**config.mk**
```make
export PLATFORM = sky130hd
export DESIGN_NAME = cache_port_arbiter
export DESIGN_NICKNAME = d
export VERILOG_FILES = /design/src/rtl/cache_port_arbiter.sv
export SDC_FILE = /design/constraint.sdc
export NUM_CORES = 1
export LEC_CHECK = 0
export CAP_MARGIN = 0
export CORE_ASPECT_RATIO = 0.6
export CORE_MARGIN = 2
export CORE_UTILIZATION = 38
export CTS_CLUSTER_SIZE = 12
export DETAILED_ROUTE_END_ITERATION = 8
export PLACE_DENSITY_LB_ADDON = 0.1
export SETUP_SLACK_MARGIN = 0.1
export SLEW_MARGIN = 20
export SYNTH_ARGS = -nofsm -noshare
export SYNTH_HDL_FRONTEND = slang
export SYNTH_SLANG_ARGS = --single-unit
```
**constraint.sdc**
```tcl
create_clock -name clk -period 1.75 [get_ports clk]
set_input_delay 0.35 -clock clk [delete_from_list [all_inputs] [get_ports clk]]
set_output_delay 0.35 -clock clk [all_outputs]
set_load 0.03 [all_outputs]
```
**src/rtl/cache_port_arbiter.sv**
```systemverilog
// Two-master round-robin arbiter/sequencer in front of the single data cache port.
// Grants one master, drives the cache from latched request fields, waits for c_rdy,
// then returns a one-cycle done pulse (plus read data) to the granted master.
// Optional macro CACHE_ARB_TIMEOUT_EN adds a BUSY watchdog that aborts the
// transaction after TIMEOUT cycles without c_rdy and pulses arb_err.
module cache_port_arbiter #(
  parameter int unsigned AW      = 32,
  parameter int unsigned DW      = 32,
  parameter int unsigned TIMEOUT = 255
) (
  input  logic          clk,
  input  logic          rst,
  input  logic          m0_req,
  input  logic          m0_r0w1,
  input  logic [AW-1:0] m0_addr,
  input  logic [DW-1:0] m0_din,
  output logic          m0_done,
  output logic [DW-1:0] m0_dout,
  input  logic          m1_req,
  input  logic          m1_r0w1,
  input  logic [AW-1:0] m1_addr,
  input  logic [DW-1:0] m1_din,
  output logic          m1_done,
  output logic [DW-1:0] m1_dout,
  output logic          c_en,
  output logic          c_r0w1,
  output logic [AW-1:0] c_addr,
  output logic [DW-1:0] c_din,
  input  logic          c_rdy,
  input  logic [DW-1:0] c_dout,
  output logic          arb_err,
  output logic          busy
);

  typedef enum logic [1:0] {StIdle, StBusy, StDone} state_e;

  state_e          state_q, state_d;
  logic            last_gnt_q, last_gnt_d;  // 0: m0, 1: m1
  logic            gnt_q, gnt_d;
  logic            r0w1_q, r0w1_d;
  logic [AW-1:0]   addr_q, addr_d;
  logic [DW-1:0]   din_q, din_d;
  logic [DW-1:0]   data_d;
  logic            c_en_q, c_en_d;
  logic            busy_q, busy_d;
  logic            m0_done_q, m0_done_d;
  logic            m1_done_q, m1_done_d;
  logic [DW-1:0]   m0_dout_q, m0_dout_d;
  logic [DW-1:0]   m1_dout_q, m1_dout_d;
  logic            arb_err_q, arb_err_d;
  logic            timeout;

`ifdef CACHE_ARB_TIMEOUT_EN
  localparam int unsigned CntW = $clog2(TIMEOUT + 1);
  logic [CntW-1:0] cnt_q, cnt_d;

  // Watchdog: fires on the BUSY cycle whose increment would reach TIMEOUT.
  always_comb begin
    cnt_d   = cnt_q;
    timeout = 1'b0;
    if (state_q == StIdle) begin
      cnt_d = '0;
    end else if (state_q == StBusy && !c_rdy) begin
      cnt_d   = cnt_q + 1'b1;
      timeout = (cnt_q == CntW'(TIMEOUT - 1));
    end
  end

  // Watchdog counter register.
  always_ff @(posedge clk) begin
    if (!rst) cnt_q <= '0;
    else      cnt_q <= cnt_d;
  end
`else
  logic unused_timeout;
  assign unused_timeout = (TIMEOUT == 0);
  assign timeout        = 1'b0;
`endif

  // Next-state: grant/latch in IDLE, wait for completion in BUSY, pulse in DONE.
  always_comb begin
    state_d    = state_q;
    last_gnt_d = last_gnt_q;
    gnt_d      = gnt_q;
    r0w1_d     = r0w1_q;
    addr_d     = addr_q;
    din_d      = din_q;
    data_d     = '0;
    unique case (state_q)
      StIdle: begin
        if (m0_req || m1_req) begin
          gnt_d   = (m0_req && m1_req) ? ~last_gnt_q : m1_req;
          r0w1_d  = gnt_d ? m1_r0w1 : m0_r0w1;
          addr_d  = gnt_d ? m1_addr : m0_addr;
          din_d   = gnt_d ? m1_din  : m0_din;
          state_d = StBusy;
        end
      end
      StBusy: begin
        if (c_rdy) begin
          data_d  = r0w1_q ? '0 : c_dout;
          state_d = StDone;
        end else if (timeout) begin
          state_d = StDone;
        end
      end
      StDone: begin
        last_gnt_d = gnt_q;
        state_d    = StIdle;
      end
      default: state_d = StIdle;
    endcase
  end

  // Registered outputs derived from the upcoming state.
  always_comb begin
    c_en_d    = (state_d == StBusy);
    busy_d    = (state_d != StIdle);
    m0_done_d = (state_d == StDone) && !gnt_d;
    m1_done_d = (state_d == StDone) && gnt_d;
    m0_dout_d = m0_done_d ? data_d : '0;
    m1_dout_d = m1_done_d ? data_d : '0;
    arb_err_d = (state_d == StDone) && timeout;
  end

  // State and output registers; reset drops any in-flight transaction silently.
  always_ff @(posedge clk) begin
    if (!rst) begin
      state_q    <= StIdle;
      last_gnt_q <= 1'b1;
      gnt_q      <= 1'b0;
      r0w1_q     <= 1'b0;
      addr_q     <= '0;
      din_q      <= '0;
      c_en_q     <= 1'b0;
      busy_q     <= 1'b0;
      m0_done_q  <= 1'b0;
      m1_done_q  <= 1'b0;
      m0_dout_q  <= '0;
      m1_dout_q  <= '0;
      arb_err_q  <= 1'b0;
    end else begin
      state_q    <= state_d;
      last_gnt_q <= last_gnt_d;
      gnt_q      <= gnt_d;
      r0w1_q     <= r0w1_d;
      addr_q     <= addr_d;
      din_q      <= din_d;
      c_en_q     <= c_en_d;
      busy_q     <= busy_d;
      m0_done_q  <= m0_done_d;
      m1_done_q  <= m1_done_d;
      m0_dout_q  <= m0_dout_d;
      m1_dout_q  <= m1_dout_d;
      arb_err_q  <= arb_err_d;
    end
  end

  assign c_en    = c_en_q;
  assign c_r0w1  = r0w1_q;
  assign c_addr  = addr_q;
  assign c_din   = din_q;
  assign busy    = busy_q;
  assign m0_done = m0_done_q;
  assign m1_done = m1_done_q;
  assign m0_dout = m0_dout_q;
  assign m1_dout = m1_dout_q;
  assign arb_err = arb_err_q;

endmodule

```
==> results.txt <==
- After detailed routing, the number of remaining DRC violations is 0.
* Die outline width: about 150 um
- The worst hold path belongs to the class reg2reg.
* Ordered cell list for the critical path: clkdlybuf4s15_1
* Wire length of the first global-routing pass: approximately 27 mm
- Initial antenna violation count: 0
- In this run the critical register-to-register path is launched from state_q[1]$_SDFF_PN0_.
* Post-placement setup slack: -0.2968 ns
- Cell at the root of the clock tree: clkbuf_16
- Total core area: 0.01301 sq mm
- Cell depth of the worst setup path: 1
- Final setup skew: ~0.012 ns
- At the end of the flow the core is filled with cells to 0.6807.
- Worst EP required: about 1.4 ns
- Filler cells: 1035
* Number of warnings issued by yosys: 0
- Synthesized flop and latch total: 137
- The die covers around 0.015 sq mm.
* Overall overflow remaining after global route: 0
- The final number of hold-violating endpoints was 0.
- Final period utilization: 0.9077
- The number of nets in the synthesized netlist is 710.
* Number of cell instances on the worst register-to-register path: 4
* Gate family responsible for the most delay along the worst path: flip-flops
* Number of design-rule violations left by the first detailed-router iteration: approximately 270
- The biggest area contributor in the post-synthesis netlist is dfxtp_1.
- The flow ran to the end, and the final reports show no timing, DRC or antenna violations.
- Pwr/cell area: just over 1000 mW/mm^2
- The number of global-route vias before repair is between 5000 and 6000.
- Number of inserted diodes: 0
- Together, buffers and inverters on the worst path number 1.
- For this configuration, the core starts out at a cell density of 0.3954.
- Sum of net half-perimeters after detailed placement: around 13 mm
* Total routed wirelength: between 15 and 20 mm
- TritonCTS clock tree: yes
* Critical Path Max Stage Delay: approximately 0.42 ns
- Across every metal layer, demand over resource in global routing totals 0.2399.
- Entering global routing, the biggest net connects 65 pins.
- Post-synth design cell area: 0.005145 sq mm
* Crit Path Max Fanout: 3
* Static leakage: ~4.2 nW
- Cell count after synthesis: 543
* Critical R2R Capture: m1_dout[9]$_SDFF_PN0_
* Finish-stage setup viols: 0
- Antenna Violating Nets Remaining: 0
- In the post-synthesis netlist, the biggest area contributors are dfxtp_1, nand2_1, a311oi_2.
* Final GP Congestion: 0.8592
* Floorplan row count: 32
* Die boundary height: roughly 94 um
- Of the post-synthesis cell area, the dominant cell type holds 0.5331.
- For this run, the register share of the synthesized area comes to 0.5331.
- After detailed routing, the number of vias per cell comes to between 5 and 6.
- Once routing completed, OpenROAD measured the worst setup slack at roughly 0.16 ns.
- Total power draw: roughly 9 mW
* Number of enable flip-flop cells after synthesis: 0
- The critical path in this run is classified as reg2out.
* Max-Cap Viols: 0
* Critical Path Start Type: register
- I/O pin cnt: roughly 300
- The area growth from synthesis to layout is 72.15%.
- Setup repair after global routing left no endpoint under its margin.
- H-tree depth reported by CTS: 4
- Setup TNS after final layout: 0 ns
- Derived from the worst setup path, the maximum achievable clock frequency is 629.5 MHz.
- Share of synthesized flip-flops with an asynchronous set or reset: 0
* Number of nets in the layout: slightly below 1000
- The max-slew violation total from the final report was 0.
* Syn Area/Cell: 9.475 sq um
- STA classifies the critical path endpoint as a primary output.
- Input/output buffers: 299
* Final non-filler cell total: around 1000
- For flop-to-flop paths, the worst setup slack is roughly 0.26 ns.
- Quantity of hold-fixing buffers added after cts: 0
* Timing startpoint of the critical path: c_r0w1$_SDFFE_PN0P_
- Dominant register cell in the synthesized netlist: dfxtp_1
- First-pass detailed-route iteration total: 4
* Num Clock Sinks: ~140
- Across the VDD grid, the largest voltage drop is 0.6310 mV.
- The clock period could shrink to 1.589 ns.
* Number of clock buffers inserted by TritonCTS: 17
- The most critical setup path has its endpoint at c_r0w1.
- Once placement completed, the tool counted placed cells totaling roughly 1000.
- For this design, the slowest cell found on the critical path is dfxtp_1.
* Total number of vias: about 5200
* Setup fix buffers added after clock tree synthesis: 0
- Clock-pin slew was measured on the worst setup and hold paths at around 0.06 ns.
- Maximum count of clock buffers along a single path: 2
* Fraction of final layout cells with drive strength greater than 1: 0.1132
- Arrival time at the worst endpoint: 1.24 ns
- Routed len/inst: about 18 um
- Clock latency on the worst-skew pair: between 0.4 and 0.5 ns
* Cell variety after synth: 27
[placed cells by master, fill, tap and decap left out, types with 4 or more instances in the layout]
cell,count
buf_4,12
clkbuf_16,17
a21oi_1,66
a311oi_1,31
nand2_1,132
nor2_1,4
clkdlybuf4s50_1,165
dlygate4sd2_1,132
buf_12,9
inv_6,4
dfxtp_1,137
a311oi_2,34
and3_1,64
[sequential cells by signal (all words and copies together), names as in the netlist]
name,cells
c_r0w1,1
state_q,2
m1_dout,32
c_en,1
m1_done,1
busy,1
c_addr,32
last_gnt_q,1
c_din,32
gnt_q,1
m0_dout,32
m0_done,1
[routing by layer]
metal | vias to the layer above | track usage | routed length [um]
met4 | 0 | 0.06854 | 172
met2 | 213 | 0.4148 | 8731
met1 | 2437 | 0.2888 | 7408
met3 | 17 | 0.07657 | 1464
met5 | - | 0 | 0
li1 | 2499 | - | -
[synth_stat cells, types with 2 or more instances]
library cell	n
nand2_1	132
o21a_1	2
a21oi_1	66
nor2_1	5
dfxtp_1	137
nand2b_1	2
clkbuf_1	25
buf_2	21
and3_1	64
a311oi_2	28
a311oi_1	37
buf_1	3
buf_6	4
buf_4	4
[kinds of logic (layout without fill, tap and decap cells)]
family                 count (synthesis)  in the layout  share of synthesized area
AND/OR/NAND/NOR                      208            208                     0.1873
multiplexers                           1              1                   0.001946
flip-flops                           137            137                     0.5331
other                                  1              1                  0.0007289
AO/OA/AOI/OAI                        137            137                     0.2201
buffers and inverters                 59            355                    0.05690
[how the worst min path moves through the flow]
stage	start	endpoint	cells past startpoint	slack, ns
4_1_cts	m0_din[31]	c_din[31]$_SDFFE_PN0P_	3	0.50
6_report	c_din[1]$_SDFFE_PN0P_	c_din[1]$_SDFFE_PN0P_	2	0.51
5_1_grt	m0_din[31]	c_din[31]$_SDFFE_PN0P_	3	0.50
3_5_place_dp	c_din[1]$_SDFFE_PN0P_	c_din[1]$_SDFFE_PN0P_	2	0.51
2_1_floorplan	rst	last_gnt_q$_SDFFE_PN1N_	1	0.41
3_3_place_gp	c_addr[12]$_SDFFE_PN0P_	c_addr[12]$_SDFFE_PN0P_	2	0.50
[power breakdown]
part	internal, mW	leakage (nW)	switching [mW]
clock network	2.34	0.304	1.41
logic	0.848	2.76	1.09
registers	3.33	1.12	0.108
total	6.52	4.19	2.60
[metrics by stage]
stage               instance area [sq um]  hold slack, ns
global route                         8857          0.5010
detailed placement                   8359          0.5104
CTS                                  8812          0.4969
floorplan                            5145          0.4119
global placement                     8359          0.5012
finish                               8857          0.5115
[layout make-up]
class,count,area (sq um),area share
Inverter,2,7.507,0.0008476
Clock inverter,12,162.7,0.01836
Clock buffer,20,456.7,0.05156
Timing Repair Buffer,321,3112,0.3513
Tap cell,170,212.7,0.02401
Multi-Input combinational cell,347,2163,0.2442
Sequential cell,137,2743,0.3096
[timing repair]
item,4_1_cts,5_1_grt
resized for setup,133,9
endpoints found under the hold margin,0,0
endpoints found under the setup margin,133,19
Note: power is estimated with default switching activity, not from simulation.
